<file path="config.mk">
export PLATFORM = sky130hd
export DESIGN_NAME = imm_extend_pipe
export DESIGN_NICKNAME = d
export VERILOG_FILES = /design/src/rtl/imm_extend_pipe.sv
export SDC_FILE = /design/constraint.sdc
export NUM_CORES = 1
export LEC_CHECK = 0
export BUFFER_PORTS_ARGS = -buffer_cell sky130_fd_sc_hd__buf_2
export CORE_MARGIN = 2
export CORE_UTILIZATION = 55
export CTS_CLUSTER_SIZE = 25
export DETAILED_ROUTE_END_ITERATION = 6
export GPL_ROUTABILITY_DRIVEN = 0
export PLACE_DENSITY = 0.82
export SLEW_MARGIN = 5
export SYNTH_ARGS = -nofsm -noshare
export SYNTH_HDL_FRONTEND = slang
export SYNTH_SLANG_ARGS = --single-unit
</file>
<file path="constraint.sdc">
create_clock -name clk -period 1.67 [get_ports clk]
set_input_delay 0.334 -clock clk [delete_from_list [all_inputs] [get_ports clk]]
set_output_delay 0.334 -clock clk [all_outputs]
set_load 0.01 [all_outputs]
</file>
<file path="src/rtl/imm_extend_pipe.sv">
// imm_extend_pipe
//   Registered immediate generator for the multicycle RISC-V core. Decodes the
//   base immediate formats plus CSR zimm and shift amounts, extends them to XLEN
//   on the input side, and holds the results in a 2-entry valid/ready skid
//   buffer so that decode can be back-pressured without losing instructions.
//
// Parameters
//   XLEN      output width, 32 or 64
//   TAGW      width of the side-band tag carried with each immediate
//
// Ports
//   clk           clock, all state changes on the rising edge
//   reset_n       synchronous active-low reset
//   flush         synchronous clear of buffered entries (data kept)
//   in_valid      input entry present
//   in_ready      block can accept an entry (registered state only)
//   in_instr      instruction bits [31:7]
//   in_immsrc     format select: I,S,B,J,U,Zimm,Shamt,illegal (000..111)
//   in_tag        side-band tag
//   out_valid     head entry valid
//   out_ready     consumer takes the head entry
//   out_imm       extended immediate of the head entry
//   out_illegal   head entry had in_immsrc = 3'b111
//   out_tag       tag of the head entry
//
// state | meaning
// ------+-----------------------------------------------
// EMPTY | no entries buffered
// ONE   | head valid, skid empty
// TWO   | head and skid valid, input stalled

module imm_extend_pipe #(
    parameter int XLEN = 32,
    parameter int TAGW = 8
) (
    input  logic            clk,
    input  logic            reset_n,
    input  logic            flush,
    input  logic            in_valid,
    output logic            in_ready,
    input  logic [24:0]     in_instr,
    input  logic [2:0]      in_immsrc,
    input  logic [TAGW-1:0] in_tag,
    output logic            out_valid,
    input  logic            out_ready,
    output logic [XLEN-1:0] out_imm,
    output logic            out_illegal,
    output logic [TAGW-1:0] out_tag
);

    typedef enum logic [1:0] {
        EMPTY = 2'd0,
        ONE   = 2'd1,
        TWO   = 2'd2
    } state_t;

    state_t state_q, state_d;

    logic [XLEN-1:0] head_imm_q, head_imm_d, skid_imm_q, skid_imm_d;
    logic            head_ill_q, head_ill_d, skid_ill_q, skid_ill_d;
    logic [TAGW-1:0] head_tag_q, head_tag_d, skid_tag_q, skid_tag_d;

    // Re-index the partial instruction so slices use architectural bit numbers.
    logic [31:7]     instr;
    logic [XLEN-1:0] new_imm;
    logic            new_ill;
    logic            push, pop;

    assign instr = in_instr;

    // Signed size casts perform the sign extension to XLEN, including the
    // upper 32 bits of U-type when XLEN = 64.
    always_comb begin
        new_imm = '0;
        new_ill = 1'b0;
        case (in_immsrc)
            3'b000: new_imm = XLEN'($signed(instr[31:20]));
            3'b001: new_imm = XLEN'($signed({instr[31:25], instr[11:7]}));
            3'b010: new_imm = XLEN'($signed({instr[31], instr[7], instr[30:25],
                                             instr[11:8], 1'b0}));
            3'b011: new_imm = XLEN'($signed({instr[31], instr[19:12], instr[20],
                                             instr[30:21], 1'b0}));
            3'b100: new_imm = XLEN'($signed({instr[31:12], 12'b0}));
            3'b101: new_imm = XLEN'(instr[19:15]);
            3'b110: new_imm = (XLEN == 64) ? XLEN'(instr[25:20]) : XLEN'(instr[24:20]);
            default: begin
                new_imm = '0;
                new_ill = 1'b1;
            end
        endcase
    end

    assign in_ready  = (state_q != TWO);
    assign out_valid = (state_q != EMPTY);
    assign push      = in_valid & in_ready;
    assign pop       = out_valid & out_ready;

    always_comb begin
        state_d    = state_q;
        head_imm_d = head_imm_q;
        head_ill_d = head_ill_q;
        head_tag_d = head_tag_q;
        skid_imm_d = skid_imm_q;
        skid_ill_d = skid_ill_q;
        skid_tag_d = skid_tag_q;
        if (flush) begin
            // Only occupancy is cleared; stale data stays in the registers.
            state_d = EMPTY;
        end else begin
            case (state_q)
                EMPTY: begin
                    if (push) begin
                        state_d    = ONE;
                        head_imm_d = new_imm;
                        head_ill_d = new_ill;
                        head_tag_d = in_tag;
                    end
                end
                ONE: begin
                    if (push && !pop) begin
                        state_d    = TWO;
                        skid_imm_d = new_imm;
                        skid_ill_d = new_ill;
                        skid_tag_d = in_tag;
                    end else if (push && pop) begin
                        head_imm_d = new_imm;
                        head_ill_d = new_ill;
                        head_tag_d = in_tag;
                    end else if (pop) begin
                        state_d = EMPTY;
                    end
                end
                TWO: begin
                    if (pop) begin
                        state_d    = ONE;
                        head_imm_d = skid_imm_q;
                        head_ill_d = skid_ill_q;
                        head_tag_d = skid_tag_q;
                    end
                end
                default: state_d = EMPTY;
            endcase
        end
    end

    always_ff @(posedge clk) begin
        if (!reset_n) begin
            state_q    <= EMPTY;
            head_imm_q <= '0;
            head_ill_q <= 1'b0;
            head_tag_q <= '0;
            skid_imm_q <= '0;
            skid_ill_q <= 1'b0;
            skid_tag_q <= '0;
        end else begin
            state_q    <= state_d;
            head_imm_q <= head_imm_d;
            head_ill_q <= head_ill_d;
            head_tag_q <= head_tag_d;
            skid_imm_q <= skid_imm_d;
            skid_ill_q <= skid_ill_d;
            skid_tag_q <= skid_tag_d;
        end
    end

    assign out_imm     = head_imm_q;
    assign out_illegal = head_ill_q;
    assign out_tag     = head_tag_q;

endmodule

</file>
==> impl_results.md <==
* Worst Clk Skew at 0.00823 ns
* Total Wirelength at approximately 11,000 um
* Routed len/inst at 16.4 um
* Standard-cell rows at 31
* # setup viols final at 0
* Launching element type of the critical path: flop
* Worst-Skew Late Latency at 0.36 ns
* Final Hold Viols at 0
* Fmax at 607 MHz
* Post-synthesis xor/xnor area fraction at 0.00405
* First-pass GRT wire length at 17,600 um
* Minimum clock period after layout at 1.65 ns
* First-pass detailed-route iteration total at 5
* N_diodes at 0
* Post-synthesis mux area share at 0.0318
* Yosys warns at 0
* Synth area leader: dfxtp_1
* Main synth FF type: dfxtp_1
* Clock Tree Buf Depth at 2
* Worst Path Arrival at 1.93 ns
* Synthesized area per cell at 8.46 sq um
* Initial antenna violation count at 0
* Largest net degree at the start of global routing at 47
* Pwr per Cell Area at 844 mW/mm^2
* PnR worst setup slack at 0.0234 ns
* Synth Area in Adders at 0
* Combinational family with the most area after synthesis: compound AO/OA/AOI/OAI gates
* # DRC at 0
* Nets at ~610
* Worst setup EP type: flop
* Top cells by area, synth: dfxtp_1 (42%), nand2_1 (7.1%), a21oi_1 (6.1%)
* DPL Wire Length at 7150 um
* Clock transition at path regs at 0.09 ns
* Post-Synth Simple-Gate Area at 0.229
* Vias in the first global route at 3,713
* Routed Antenna Nets at 0
* Pins Over Slew Limit at 0
* Starting Density at 0.560
* Routed vias at 4,070
* Hold Slack at 0.215 ns
* Status: finished, final reports clean
* Synthesized area at 0.00402 sq mm
* CTS tree: yes
* Register area at 0.00168 sq mm
* Post-synth EDFFs at 0
* Synth Area in Compound Gates at 0.256
* Hold Path Class: input pin to flop
* Unrepaired setup endpoints after global routing: true
* Die Y at 89.5 um
* Multi-input gate area at ~0.0021 sq mm
* Worst EP required at 1.96 ns
* Seq/Total Area, Yosys at 0.419
* Hold buffers post-CTS at 0
* GRT Util Overall at 0.282
* Top-level port count at 84
* Sink Count at 84
* Netlist cell types at 48
* Period utilization at 0.986
* Global route overflow at 0
* Area Overhead vs Synth at 25.1%
* Peak supply drop at 0.485 mV
* Port-buffer cells at 83
* Die width at 89.5 um
* Crit Path Max Fanout at 23
* Area fraction of the dominant cell type after synthesis at 0.419
* Fillers at 579
* Total die area at 0.00800 sq mm
* Maxcap violations at 0
* Finished Layout Cells at 676
* Via density at 6.02
* Setup slack at placement at -0.314 ns
* Max-slew headroom at 0.572
* Syn Nets at 516
* Inst Count DP at 650
* Iteration-0 DRC Markers at 373
* Yosys reg bits at 84
* Core area at 0.00718 sq mm
* Layout cell share with drive strength beyond 1 at 0.305
* Worst-margin pin slew at 0.640 ns
* Post-synthesis cell count at 475
* P_leak at 2.07 nW
* Critical path class: flop to flop
* Cts bufs inserted at 9
* H-tree depth at 3
* CTS root buf: clkbuf_8
* FFs w/ async S/R, synth at 0
[per-stage QoR]
stage | util | total power, W | setup TNS, ns | area [sq um]
floorplan | - | 0.00251 | 0 | 4020
global placement | 0.649 | 0.00273 | -5.71 | 4660
detailed placement | 0.649 | 0.00275 | -8.02 | 4660
CTS | 0.689 | 0.00425 | 0 | 4940
global route | 0.701 | 0.00443 | -0.317 | 5030
finish | 0.701 | 0.00424 | 0 | 5030
[metal layers]
metal	up-vias	share of wire	GRT usage
li1	1945	-	-
met1	1924	0.43	0.366
met2	189	0.48	0.463
met3	12	0.077	0.0480
met4	0	0.015	0.121
met5	-	0	0
[sequential cells by signal, summed over array words and instances (netlist names)]
name         flops
skid_ill_q       1
skid_tag_q       8
out_tag          8
out_imm         32
skid_imm_q      32
state_q          2
out_illegal      1
[worst max-delay path, stage by stage (launching register included)]
cell,delay (ns)
dfxtp_1,0.35
buf_4,0.16
nand2b_1,0.10
buf_4,0.15
nor3_4,0.23
buf_4,0.18
clkbuf_16,0.19
o21ai_0,0.09
a21oi_1,0.13
[where the power goes]
group	switching [W]	internal, W
Clock	0.000796	0.000718
Combinational	0.000358	0.000270
Sequential	0.0000341	0.00207
Total	0.00119	0.00306
[cell usage in the layout, fill, tap and decap left out, types with 11 or more instances in the layout]
master,instances
a21oi_1,49
a311oi_1,16
and2_1,11
buf_2,82
buf_4,45
dfxtp_1,83
nand2_1,75
nor2_1,21
o21ai_0,25
o22ai_1,23
[kinds of logic after synthesis]
family                 count (synthesis)
flip-flops                            84
XOR/XNOR                               1
AO/OA/AOI/OAI                        157
AND/OR/NAND/NOR                      170
multiplexers                          12
buffers and inverters                 51
[layout make-up]
| cell class | count | share of cell area |
|---|---|---|
| clock buffer | 9 | 0.0246 |
| clock inverter | 7 | 0.0162 |
| inverter | 4 | 0.00348 |
| multi-input combinational | 340 | 0.424 |
| sequential | 84 | 0.335 |
| tap | 99 | 0.0246 |
| timing repair buffer | 133 | 0.173 |
[synthesized netlist by cell type (all sizes together), types with 8 or more instances]
cell	number
a311oi	16
dfxtp	84
a2111oi	8
nor2b	10
nor2	22
clkbuf	24
o21ai	26
nand2	76
a211oi	9
and2	11
a21oi	49
a31o	8
o22ai	23
nand3	8
nor4	9
buf	23
and4b	8
[what timing repair did]
| action | in CTS | in global routing |
|---|---|---|
| endpoints found under the setup margin | 32 | 19 |
| resized for setup | 7 | 11 |
| cloned | 1 | 1 |
| setup buffers | 4 | 4 |
| pin swaps | 0 | 4 |
[path summary, 6_finish.rpt]
check	cells after the start	slack [ns]	from	endpoint
worst max-delay path	8	0.02	state_q[0]	skid_imm_q[26]
worst min-delay path	3	0.21	in_tag[4]	skid_tag_q[4]
worst max register to register	8	0.02	state_q[0]	skid_imm_q[26]
worst min register to register	2	0.46	skid_imm_q[7]	skid_imm_q[7]
Power figures use the tool's default switching activity.
